$ cat src/rtl/usrt_tx.sv
// rtl/usrt_tx.sv - USRT transmit stage: one-entry holding register, shifter and serial clock generator
module usrt_tx #(
    parameter int DATA_W  = 8,
    parameter int CLK_DIV = 4
) (
    input  logic        i_Clock,
    input  logic        i_Reset,
    input  logic        i_Tx_En,
    input  logic [31:0] i_Pwdata,
    input  logic        i_Ovr_Clr,
    output logic        o_Usrt_Clk,
    output logic        o_Usrt_Data,
    output logic        o_Tx_Busy,
    output logic        o_Tx_Empty,
    output logic        o_Tx_Done,
    output logic        o_Overrun
);

    localparam int DIV_W = $clog2(2 * CLK_DIV);
    localparam int CNT_W = $clog2(DATA_W + 1);
    localparam logic [DIV_W-1:0] DIV_LAST = DIV_W'(2 * CLK_DIV - 1);
    localparam logic [DIV_W-1:0] DIV_HALF = DIV_W'(CLK_DIV - 1);
    localparam logic [CNT_W-1:0] CNT_LAST = CNT_W'(DATA_W - 1);

    typedef enum logic [1:0] {
        IDLE,
        START,
        DATA,
        STOP
    } state_t;

    state_t            state;
    logic [DATA_W-1:0] hold;
    logic [DATA_W-1:0] shifter;
    logic [DIV_W-1:0]  div;
    logic [CNT_W-1:0]  bit_cnt;
    logic              bit_end;
    logic              xfer;
    logic              accept;

    generate
        if (DATA_W < 32) begin : g_pwdata_high
            logic unused_pwdata_high;
            assign unused_pwdata_high = ^i_Pwdata[31:DATA_W];
        end
    endgenerate

    assign bit_end = (state != IDLE) && (div == DIV_LAST);
    // Holding register drains either from idle or at the end of a stop bit, so frames run back to back.
    assign xfer    = !o_Tx_Empty && ((state == IDLE) || ((state == STOP) && bit_end));
    assign accept  = i_Tx_En && (o_Tx_Empty || xfer);

    always_ff @(posedge i_Clock or negedge i_Reset) begin
        if (!i_Reset) begin
            state       <= IDLE;
            hold        <= '0;
            shifter     <= '0;
            div         <= '0;
            bit_cnt     <= '0;
            o_Usrt_Clk  <= 1'b0;
            o_Usrt_Data <= 1'b1;
            o_Tx_Busy   <= 1'b0;
            o_Tx_Empty  <= 1'b1;
            o_Tx_Done   <= 1'b0;
            o_Overrun   <= 1'b0;
        end else begin
            o_Tx_Done <= 1'b0;

            if (accept) begin
                hold       <= i_Pwdata[DATA_W-1:0];
                o_Tx_Empty <= 1'b0;
            end else if (xfer) begin
                o_Tx_Empty <= 1'b1;
            end

            if (i_Tx_En && !accept) begin
                o_Overrun <= 1'b1;
            end else if (i_Ovr_Clr) begin
                o_Overrun <= 1'b0;
            end

            if (xfer) begin
                state       <= START;
                shifter     <= hold;
                bit_cnt     <= '0;
                div         <= '0;
                o_Tx_Busy   <= 1'b1;
                o_Usrt_Clk  <= 1'b0;
                o_Usrt_Data <= 1'b0;
            end else if (state != IDLE) begin
                if (!bit_end) begin
                    div <= div + 1'b1;
                    if (div == DIV_HALF) begin
                        o_Usrt_Clk <= 1'b1;
                    end
                end else begin
                    // Bit boundary: serial clock drops and the next bit is driven.
                    div        <= '0;
                    o_Usrt_Clk <= 1'b0;
                    case (state)
                        START: begin
                            state       <= DATA;
                            o_Usrt_Data <= shifter[0];
                        end
                        DATA: begin
                            shifter <= shifter >> 1;
                            bit_cnt <= bit_cnt + 1'b1;
                            if (bit_cnt == CNT_LAST) begin
                                state       <= STOP;
                                o_Usrt_Data <= 1'b1;
                            end else begin
                                o_Usrt_Data <= shifter[1];
                            end
                        end
                        default: begin
                            state       <= IDLE;
                            o_Tx_Busy   <= 1'b0;
                            o_Usrt_Data <= 1'b1;
                            o_Tx_Done   <= 1'b1;
                        end
                    endcase
                end
            end
        end
    end

endmodule

$ cat config.mk
export PLATFORM = sky130hd
export DESIGN_NAME = usrt_tx
export DESIGN_NICKNAME = d
export VERILOG_FILES = /design/src/rtl/usrt_tx.sv
export SDC_FILE = /design/constraint.sdc
export NUM_CORES = 1
export LEC_CHECK = 0
export CORE_MARGIN = 2
export CORE_UTILIZATION = 43
export DETAILED_ROUTE_END_ITERATION = 7
export PLACE_DENSITY = 0.75
export SETUP_SLACK_MARGIN = 0.1
export SYNTH_ARGS = -nofsm -noshare
export SYNTH_HDL_FRONTEND = slang
export SYNTH_SLANG_ARGS = --single-unit
$ cat constraint.sdc
create_clock -name i_Clock -period 1.99 [get_ports i_Clock]
set_input_delay 0.597 -clock i_Clock [delete_from_list [all_inputs] [get_ports i_Clock]]
set_output_delay 0.597 -clock i_Clock [all_outputs]
set_load 0.01 [all_outputs]
==> Implementation_results.wiki, run 1 <==
{| class="wikitable"
! Metric !! Value
|-
| RSZ-0062 raised after global routing || no
|-
| Nets in the synthesized netlist || ~170
|-
| Clock-pin slew on the worst setup and hold paths || approximately 0.090 ns
|-
| IO Count || 42
|-
| Slew headroom || around three quarters
|-
| Height of the die || about 64 um
|-
| Antenna Nets Post-Route || 0
|-
| Maximum clock frequency || 544 MHz
|-
| Final critical-path share of the clock period || around 90%
|-
| Critical path class || reg -> out
|-
| # Max-Cap Violations || 0
|-
| Transition time at the pin with the least slew margin || roughly 0.38 ns
|-
| Final sum of negative setup slack || 0 ns
|-
| Most numerous cell types in the synthesized netlist || 29 x sky130_fd_sc_hd__dfrtp_1, 17 x sky130_fd_sc_hd__mux2_2, 9 x sky130_fd_sc_hd__nand3_1, 8 x sky130_fd_sc_hd__ha_1, 7 x sky130_fd_sc_hd__inv_1
|-
| Maximum root-to-sink buffer count || 2
|-
| VDD IR max || between 0.5 and 0.6 mV
|-
| Layout cell share with drive strength beyond 1 || around a third
|-
| Number of nets in the final layout || between 200 and 250
|-
| Design area || between 1500 and 2000 um2
|-
| EDFF count, synth || 0
|-
| Minimum setup slack after placement || -0.103 ns
|-
| GPL Wtd Cong || 0.907
|-
| Number of max-slew violations in the final report || 0
|-
| Sequential cell area || between 700 and 800 um2
|-
| Flops & latches, synth || 31
|-
| Slack of the critical path || 0.150 ns
|-
| Critical path buffers and inverters || 1
|-
| Cell family contributing the most delay on the critical path || buffers and inverters
|-
| Drt drc || 0
|-
| Netlist area before placement || ~1600 um2
|-
| # rows || 21
|-
| Total Routed Length || just under 3 mm
|-
| Antenna violations before repair || 0
|-
| Routed via count || approximately 1100
|-
| Endpoint required time on the critical path || roughly 1.4 ns
|-
| Number of synthesis warnings || 0
|-
| Largest driver fanout on the critical path || 2
|-
| Element type at the critical path start || flop
|-
| Fill cell total of the finished layout || about 300
|-
| Cells along the critical path || clkdlybuf4s50_1
|-
| Die outline area || around 4000 um2
|-
| Core area || between 3000 and 4000 um2
|-
| Post-Synthesis Cells || about 130
|-
| Clock period minus worst slack || 1.84 ns
|-
| Average routed wire per standard cell || between 10 and 15 um
|-
| Tightest Hold Check Type || reg -> reg
|-
| Maximum number of pins on one net before global-route repair || 32
|-
| Overall overflow remaining after global route || 0
|-
| Library cell with the highest instance count after synthesis || sky130_fd_sc_hd__dfrtp_1
|-
| Mean instance size in the synthesized netlist || roughly 12 um2
|-
| Synth unique cells || 33
|-
| IO Port Bufs || 17
|-
| Cell Pwr Density || 1140 nW/um2
|-
| Largest cells by area after synthesis || sky130_fd_sc_hd__dfrtp_1 47%, sky130_fd_sc_hd__mux2_2 12%, sky130_fd_sc_hd__ha_1 6.4%
|-
| Post-placement cell area || 1820 um2
|-
| Prevailing post-synth register cell || sky130_fd_sc_hd__dfrtp_1
|-
| Post-synthesis async set-or-reset flop share || 100%
|-
| Total global-route track usage || 16.3%
|-
| Data arrival, critical path || 1.24 ns
|-
| Status || finished, final reports clean
|-
| Final setup violating endpoints || 0
|-
| Diode insertion count for antenna repair || 0
|-
| Clock tree from TritonCTS || yes
|-
| CTS Root Buffer Type || sky130_fd_sc_hd__clkbuf_4
|-
| Initial cell density of the core || a little under half
|-
| Starting DRT DRC Count || just over 80
|-
| Final hold violation count || 0
|-
| H-tree Lvls || 2
|-
| Mean number of vias per cell || 5.22
|-
| Multi-input combinational cell area || around 760 um2
|-
| Via count of the first global-routing pass || 1085
|-
| Leak pwr || 0.926 nW
|-
| First-pass GRT wire length || roughly 5.1 mm
|-
| Clock latency reported for the late side of the worst-skew pair || around 0.33 ns
|-
| Cell accounting for the most synthesized area || sky130_fd_sc_hd__dfrtp_1
|-
| Capturing element type of the critical path || output pin
|-
| Max stage delay on crit path || between 0.5 and 0.6 ns
|-
| Detailed Routing Iterations Pass 1 || 4
|-
| Area fraction of the dominant cell type after synthesis || 46.7%
|-
| Clock buffers created by TritonCTS || 5
|-
| Die W || roughly 64 um
|-
| Syn-to-layout area delta || 27.4%
|-
| Sequential element share of the synthesized area || between 50% and 60%
|-
| Maximum clock skew at final layout || around 0.0077 ns
|-
| Critical-path cell with the highest stage delay || sky130_fd_sc_hd__clkdlybuf4s50_1
|-
| TritonCTS Sinks || 31
|-
| DPL Wire Length || around 1.9 mm
|}
==> through the flow <==
| step | util, % | hold slack [ns] | power, W | std cells |
|---|---|---|---|---|
| after floorplan | - | 0.301 | 0.00151 | 128 |
| after global placement | 53.2 | 0.467 | 0.00173 | 193 |
| after detailed placement | 53.2 | 0.489 | 0.00176 | 193 |
| after CTS | 57.0 | 0.503 | 0.00224 | 207 |
| after global routing | 58.0 | 0.531 | 0.00244 | 208 |
| final | 58.0 | 0.506 | 0.00227 | 208 |
==> worst reg2reg max path, cell delays in order, from the launching register on <==
cell and delay [ns]:
sky130_fd_sc_hd__dfrtp_1 0.38, sky130_fd_sc_hd__ha_2 0.21, sky130_fd_sc_hd__ha_4 0.17, sky130_fd_sc_hd__buf_4 0.17
sky130_fd_sc_hd__nand3b_2 0.16, sky130_fd_sc_hd__buf_4 0.18, sky130_fd_sc_hd__or3_1 0.35, sky130_fd_sc_hd__a21oi_1 0.15
==> placed cells by master, fill, tap and decap left out, types with 2 or more instances in the layout <==
master and n:
sky130_fd_sc_hd__xor2_1 2, sky130_fd_sc_hd__o21ai_0 3, sky130_fd_sc_hd__o211ai_1 3, sky130_fd_sc_hd__clkdlybuf4s50_1 14, sky130_fd_sc_hd__nand3_1 9, sky130_fd_sc_hd__buf_4 13, sky130_fd_sc_hd__o31ai_1 3, sky130_fd_sc_hd__ha_2 2
sky130_fd_sc_hd__ha_1 5, sky130_fd_sc_hd__dfstp_2 2, sky130_fd_sc_hd__inv_1 7, sky130_fd_sc_hd__o2111ai_1 2, sky130_fd_sc_hd__nand2b_1 3, sky130_fd_sc_hd__nand2_1 6, sky130_fd_sc_hd__dfrtp_1 28, sky130_fd_sc_hd__dlygate4sd2_1 2
sky130_fd_sc_hd__a21oi_1 4, sky130_fd_sc_hd__nor2_1 5, sky130_fd_sc_hd__clkbuf_8 2, sky130_fd_sc_hd__clkbuf_4 5, sky130_fd_sc_hd__mux2_4 5, sky130_fd_sc_hd__mux2_2 17
==> area by class of cell <==
| cell class | instances | share of cell area, % |
|---|---|---|
| tap | 46 | 2.91 |
| clock buffer | 8 | 3.47 |
| inverter | 7 | 1.33 |
| multi-input combinational | 85 | 38.4 |
| timing repair buffer | 31 | 14.5 |
| sequential | 31 | 39.4 |
==> power by group <==
part	switching [W]	leakage, nW	total (W)	internal, W
logic	0.000368	0.508	0.000899	0.000531
registers	0.000117	0.379	0.000953	0.000836
clock network	0.000206	0.0386	0.000414	0.000208
==> what timing repair did <==
action,4_1_cts,5_1_grt
buffers inserted,5,1
pin swaps,2,0
hold buffers,0,0
endpoints found under the setup margin,18,17
gates resized for setup,5,6
gates cloned,1,0
==> kinds of logic after synthesis <==
kind of cell               share of synthesized area, %
and+or+nand+nor                                    11.3
adders and majority gates                          6.44
muxes                                              17.8
AOI/OAI and AO/OA                                  9.17
buffers and inverters                              4.18
DFF                                                50.0
xor gates and xnor gates                           1.13
==> worst paths after layout <==
path,from,to,slack (ns),depth (start not counted)
worst min-delay path,hold[5]$_DFFE_PN0P_,shifter[5]$_DFFE_PN0P_,0.51,1
max in group asynchronous,i_Reset,o_Tx_Empty$_DFFE_PN1P_,1.03,2
worst max-delay path,o_Overrun$_DFFE_PN0P_,o_Overrun,0.15,1
worst min register to register,hold[5]$_DFFE_PN0P_,shifter[5]$_DFFE_PN0P_,0.51,1
worst max register to register,div[0]$_DFFE_PN0P_,bit_cnt[3]$_DFFE_PN0P_,0.17,7
min in group asynchronous,i_Reset,o_Tx_Busy$_DFFE_PN0P_,0.64,2
==> routing by layer <==
| metal | global-route usage (%) | vias to the layer above | wire (um) |
|---|---|---|---|
| li1 | - | 519 | - |
| met1 | 21.7 | 535 | 1290 |
| met2 | 25.3 | 25 | 1450 |
| met3 | 5.81 | 7 | 139 |
| met4 | 4.79 | 0 | 62 |
| met5 | 0 | - | 0 |
==> registers in the layout, summed over array words and instances, names as in the netlist, 2 cells and up <==
register and count:
state 2, bit_cnt 4, hold 8, div 3, shifter 8
Note: power is estimated with default switching activity, not from simulation.
==> run 2, diff against run 1 <==
- CORE_MARGIN: 2 -> 8
==> run 2 against run 1 <==
Effect of this change:
- clock skew rose by 0.0018 ns
- via count fell by 2.5%
- first-iteration DRC count shrank 50%
- cell area down 0.44%
- register-to-register slack is essentially flat
- non-clock buffer count rose by 2
- power shrank 2.3%
- utilization shrank 2.9 points
- final cell count up 1.4%
- clock power fell by 15%
==> Implementation_results.wiki, run 2 (same netlist as run 1, synthesis figures left out) <==
{| class="wikitable"
! Metric !! Value
|-
| TritonCTS Sinks || 31
|-
| Most common library cell in the layout ignoring fill and taps || sky130_fd_sc_hd__dfrtp_1
|-
| RSZ-0062 raised after global routing || yes
|-
| Capturing element type of the critical path || flop
|-
| Clock-pin slew on the worst setup and hold paths || 0.09 ns
|-
| CTS Root Buffer Type || sky130_fd_sc_hd__clkbuf_4
|-
| Post-route non-filler standard cell count || 211
|-
| Fill cell total of the finished layout || between 300 and 400
|-
| Clock tree from TritonCTS || yes
|-
| Clock period minus worst slack || 1.83 ns
|-
| Core area || 3580 um2
|-
| Height of the die || about 76 um
|-
| Data arrival, critical path || slightly above 2 ns
|-
| Capture endpoint of the worst hold path || hold[3]$_DFFE_PN0P_
|-
| Overall overflow remaining after global route || 0
|-
| Initial cell density of the core || about 43%
|-
| Antenna violations before repair || 0
|-
| Number of nets in the final layout || between 200 and 250
|-
| Routed via count || 1059
|-
| Leak pwr || 0.925 nW
|-
| Number of max-slew violations in the final report || 0
|-
| Top Registers || hold x8, shifter x8, bit_cnt x4
|-
| Total chip power || approximately 0.0022 W
|-
| Layout cell share with drive strength beyond 1 || between 30% and 40%
|-
| Drt drc || 0
|-
| Multi-input combinational cell area || between 700 and 800 um2
|-
| Transition time at the pin with the least slew margin || slightly below 0.4 ns
|-
| Maximum clock frequency || around 550 MHz
|-
| Starting DRT DRC Count || 41
|-
| Final setup violating endpoints || 0
|-
| Slew headroom || 74.0%
|-
| First-pass GRT wire length || 5.34 mm
|-
| VDD IR max || between 0.6 and 0.7 mV
|-
| Maximum number of pins on one net before global-route repair || 32
|-
| Maximum clock skew at final layout || 0.00946 ns
|-
| Clock buffers created by TritonCTS || 5
|-
| Critical path class || reg -> reg
|-
| Largest driver fanout on the critical path || 8
|-
| Worst min-delay path startpoint || hold[3]$_DFFE_PN0P_
|-
| Syn-to-layout area delta || 26.8%
|-
| Number of buffers added to fix hold violations after cts || 0
|-
| Element type at the critical path start || flop
|-
| Sequential cell area || about 780 um2
|-
| Worst hold margin || 0.510 ns
|-
| GPL Wtd Cong || between 0.7 and 0.8
|-
| Final critical-path share of the clock period || between 90% and 100%
|-
| Total global-route track usage || a little under an eighth
|-
| Total Routed Length || between 3 and 4 mm
|-
| Reg2Reg Setup Slack || about 0.16 ns
|-
| H-tree Lvls || 2
|-
| DPL Wire Length || around 2.1 mm
|-
| # Max-Cap Violations || 0
|-
| FF-to-FF Start || state[1]$_DFFE_PN0P_
|-
| Average routed wire per standard cell || about 14 um
|-
| Detailed Routing Iterations Pass 1 || 4
|-
| Antenna Nets Post-Route || 0
|-
| Count of placed standard cells including taps || 197
|-
| Die W || 76.1 um
|-
| Final hold violation count || 0
|-
| Most used cells in the layout excluding fill and tap cells || 29 x sky130_fd_sc_hd__dfrtp_1, 17 x sky130_fd_sc_hd__mux2_2, 15 x sky130_fd_sc_hd__buf_4
|-
| Diode insertion count for antenna repair || 0
|-
| Maximum root-to-sink buffer count || 2
|-
| IO Count || between 40 and 50
|-
| Status || finished, final reports clean
|-
| # rows || 22
|-
| IO Port Bufs || 17
|-
| Clock latency reported for the late side of the worst-skew pair || around 0.33 ns
|-
| Via count of the first global-routing pass || roughly 1200
|-
| Mean number of vias per cell || ~5.0
|-
| Number of stages on the worst hold path || 1
|-
| Die outline area || 5800 um2
|-
| Worst reg2reg path depth || 6
|-
| Terminus of the critical flop-to-flop path || hold[2]$_DFFE_PN0P_
|-
| Endpoint required time on the critical path || 2.22 ns
|-
| Tightest Hold Check Type || reg -> reg
|-
| Cell Pwr Density || 1120 nW/um2
|}
-- run 2: worst max-delay path by stage --
stage          slack, ns  cells past startpoint                endpoint                  from
6_report            0.16                      6     hold[2]$_DFFE_PN0P_  state[1]$_DFFE_PN0P_
5_1_grt             0.07                      7  bit_cnt[3]$_DFFE_PN0P_    div[0]$_DFFE_PN0P_
4_1_cts             0.11                      6     hold[4]$_DFFE_PN0P_    div[0]$_DFFE_PN0P_
3_5_place_dp       -0.09                      6  shifter[6]$_DFFE_PN0P_    div[0]$_DFFE_PN0P_
3_3_place_gp       0.004                      6  shifter[2]$_DFFE_PN0P_    div[0]$_DFFE_PN0P_
2_1_floorplan       0.11                      7     hold[0]$_DFFE_PN0P_    div[0]$_DFFE_PN0P_
-- run 2: layout make-up --
type	count	share of cell area (%)
multi-input cells	84	38.0
inverters	7	1.33
repair buffers	33	15.4
clock buffers	6	2.09
well taps	48	3.05
flip-flops and latches	31	39.5
clock inverters	2	0.635
-- run 2: worst max-delay path: stages, from the launching register on --
cell                       delay, ns
sky130_fd_sc_hd__dfrtp_1        0.39
sky130_fd_sc_hd__buf_4          0.15
sky130_fd_sc_hd__ha_1           0.26
sky130_fd_sc_hd__a211oi_4       0.30
sky130_fd_sc_hd__nand2b_4       0.18
sky130_fd_sc_hd__buf_12         0.12
sky130_fd_sc_hd__mux2_2         0.33
-- run 2: what timing repair did --
| action | 4_1_cts | 5_1_grt |
|---|---|---|
| gates resized for setup | 8 | 4 |
| pin swaps | 0 | 1 |
| buffers inserted | 3 | 3 |
| cloned | 0 | 0 |
| setup endpoints to repair | 19 | 18 |
-- run 2: power breakdown --
group	total, W	switching, W	internal (W)
registers	0.000956	0.000121	0.000835
clock network	0.000351	0.000215	0.000136
logic	0.000906	0.000380	0.000526
-- run 2: stage by stage --
stage | TNS [ns] | area [um2] | worst slack [ns] | utilization, %
global route | 0 | 1970 | 0.0697 | 55.1
CTS | 0 | 1930 | 0.112 | 54.0
global placement | 0 | 1830 | 0.00438 | 51.3
floorplan | 0 | 1560 | 0.110 | -
detailed placement | -0.533 | 1830 | -0.0870 | 51.3
finish | 0 | 1970 | 0.157 | 55.1
-- run 2: metal layers --
| metal | vias up | part of all wire (%) | GRT usage, % |
|---|---|---|---|
| li1 | 520 | - | - |
| met1 | 512 | 43 | 11.9 |
| met2 | 20 | 52 | 19.5 |
| met3 | 7 | 3.9 | 4.25 |
| met4 | 0 | 1.9 | 5.77 |
| met5 | - | 0 | 0 |
==> run 3, diff against run 2 <==
- ABC_AREA: not set -> 0
==> results of run 3 <==
No change in the layout: final DEF, timing and power equal those of run 2.
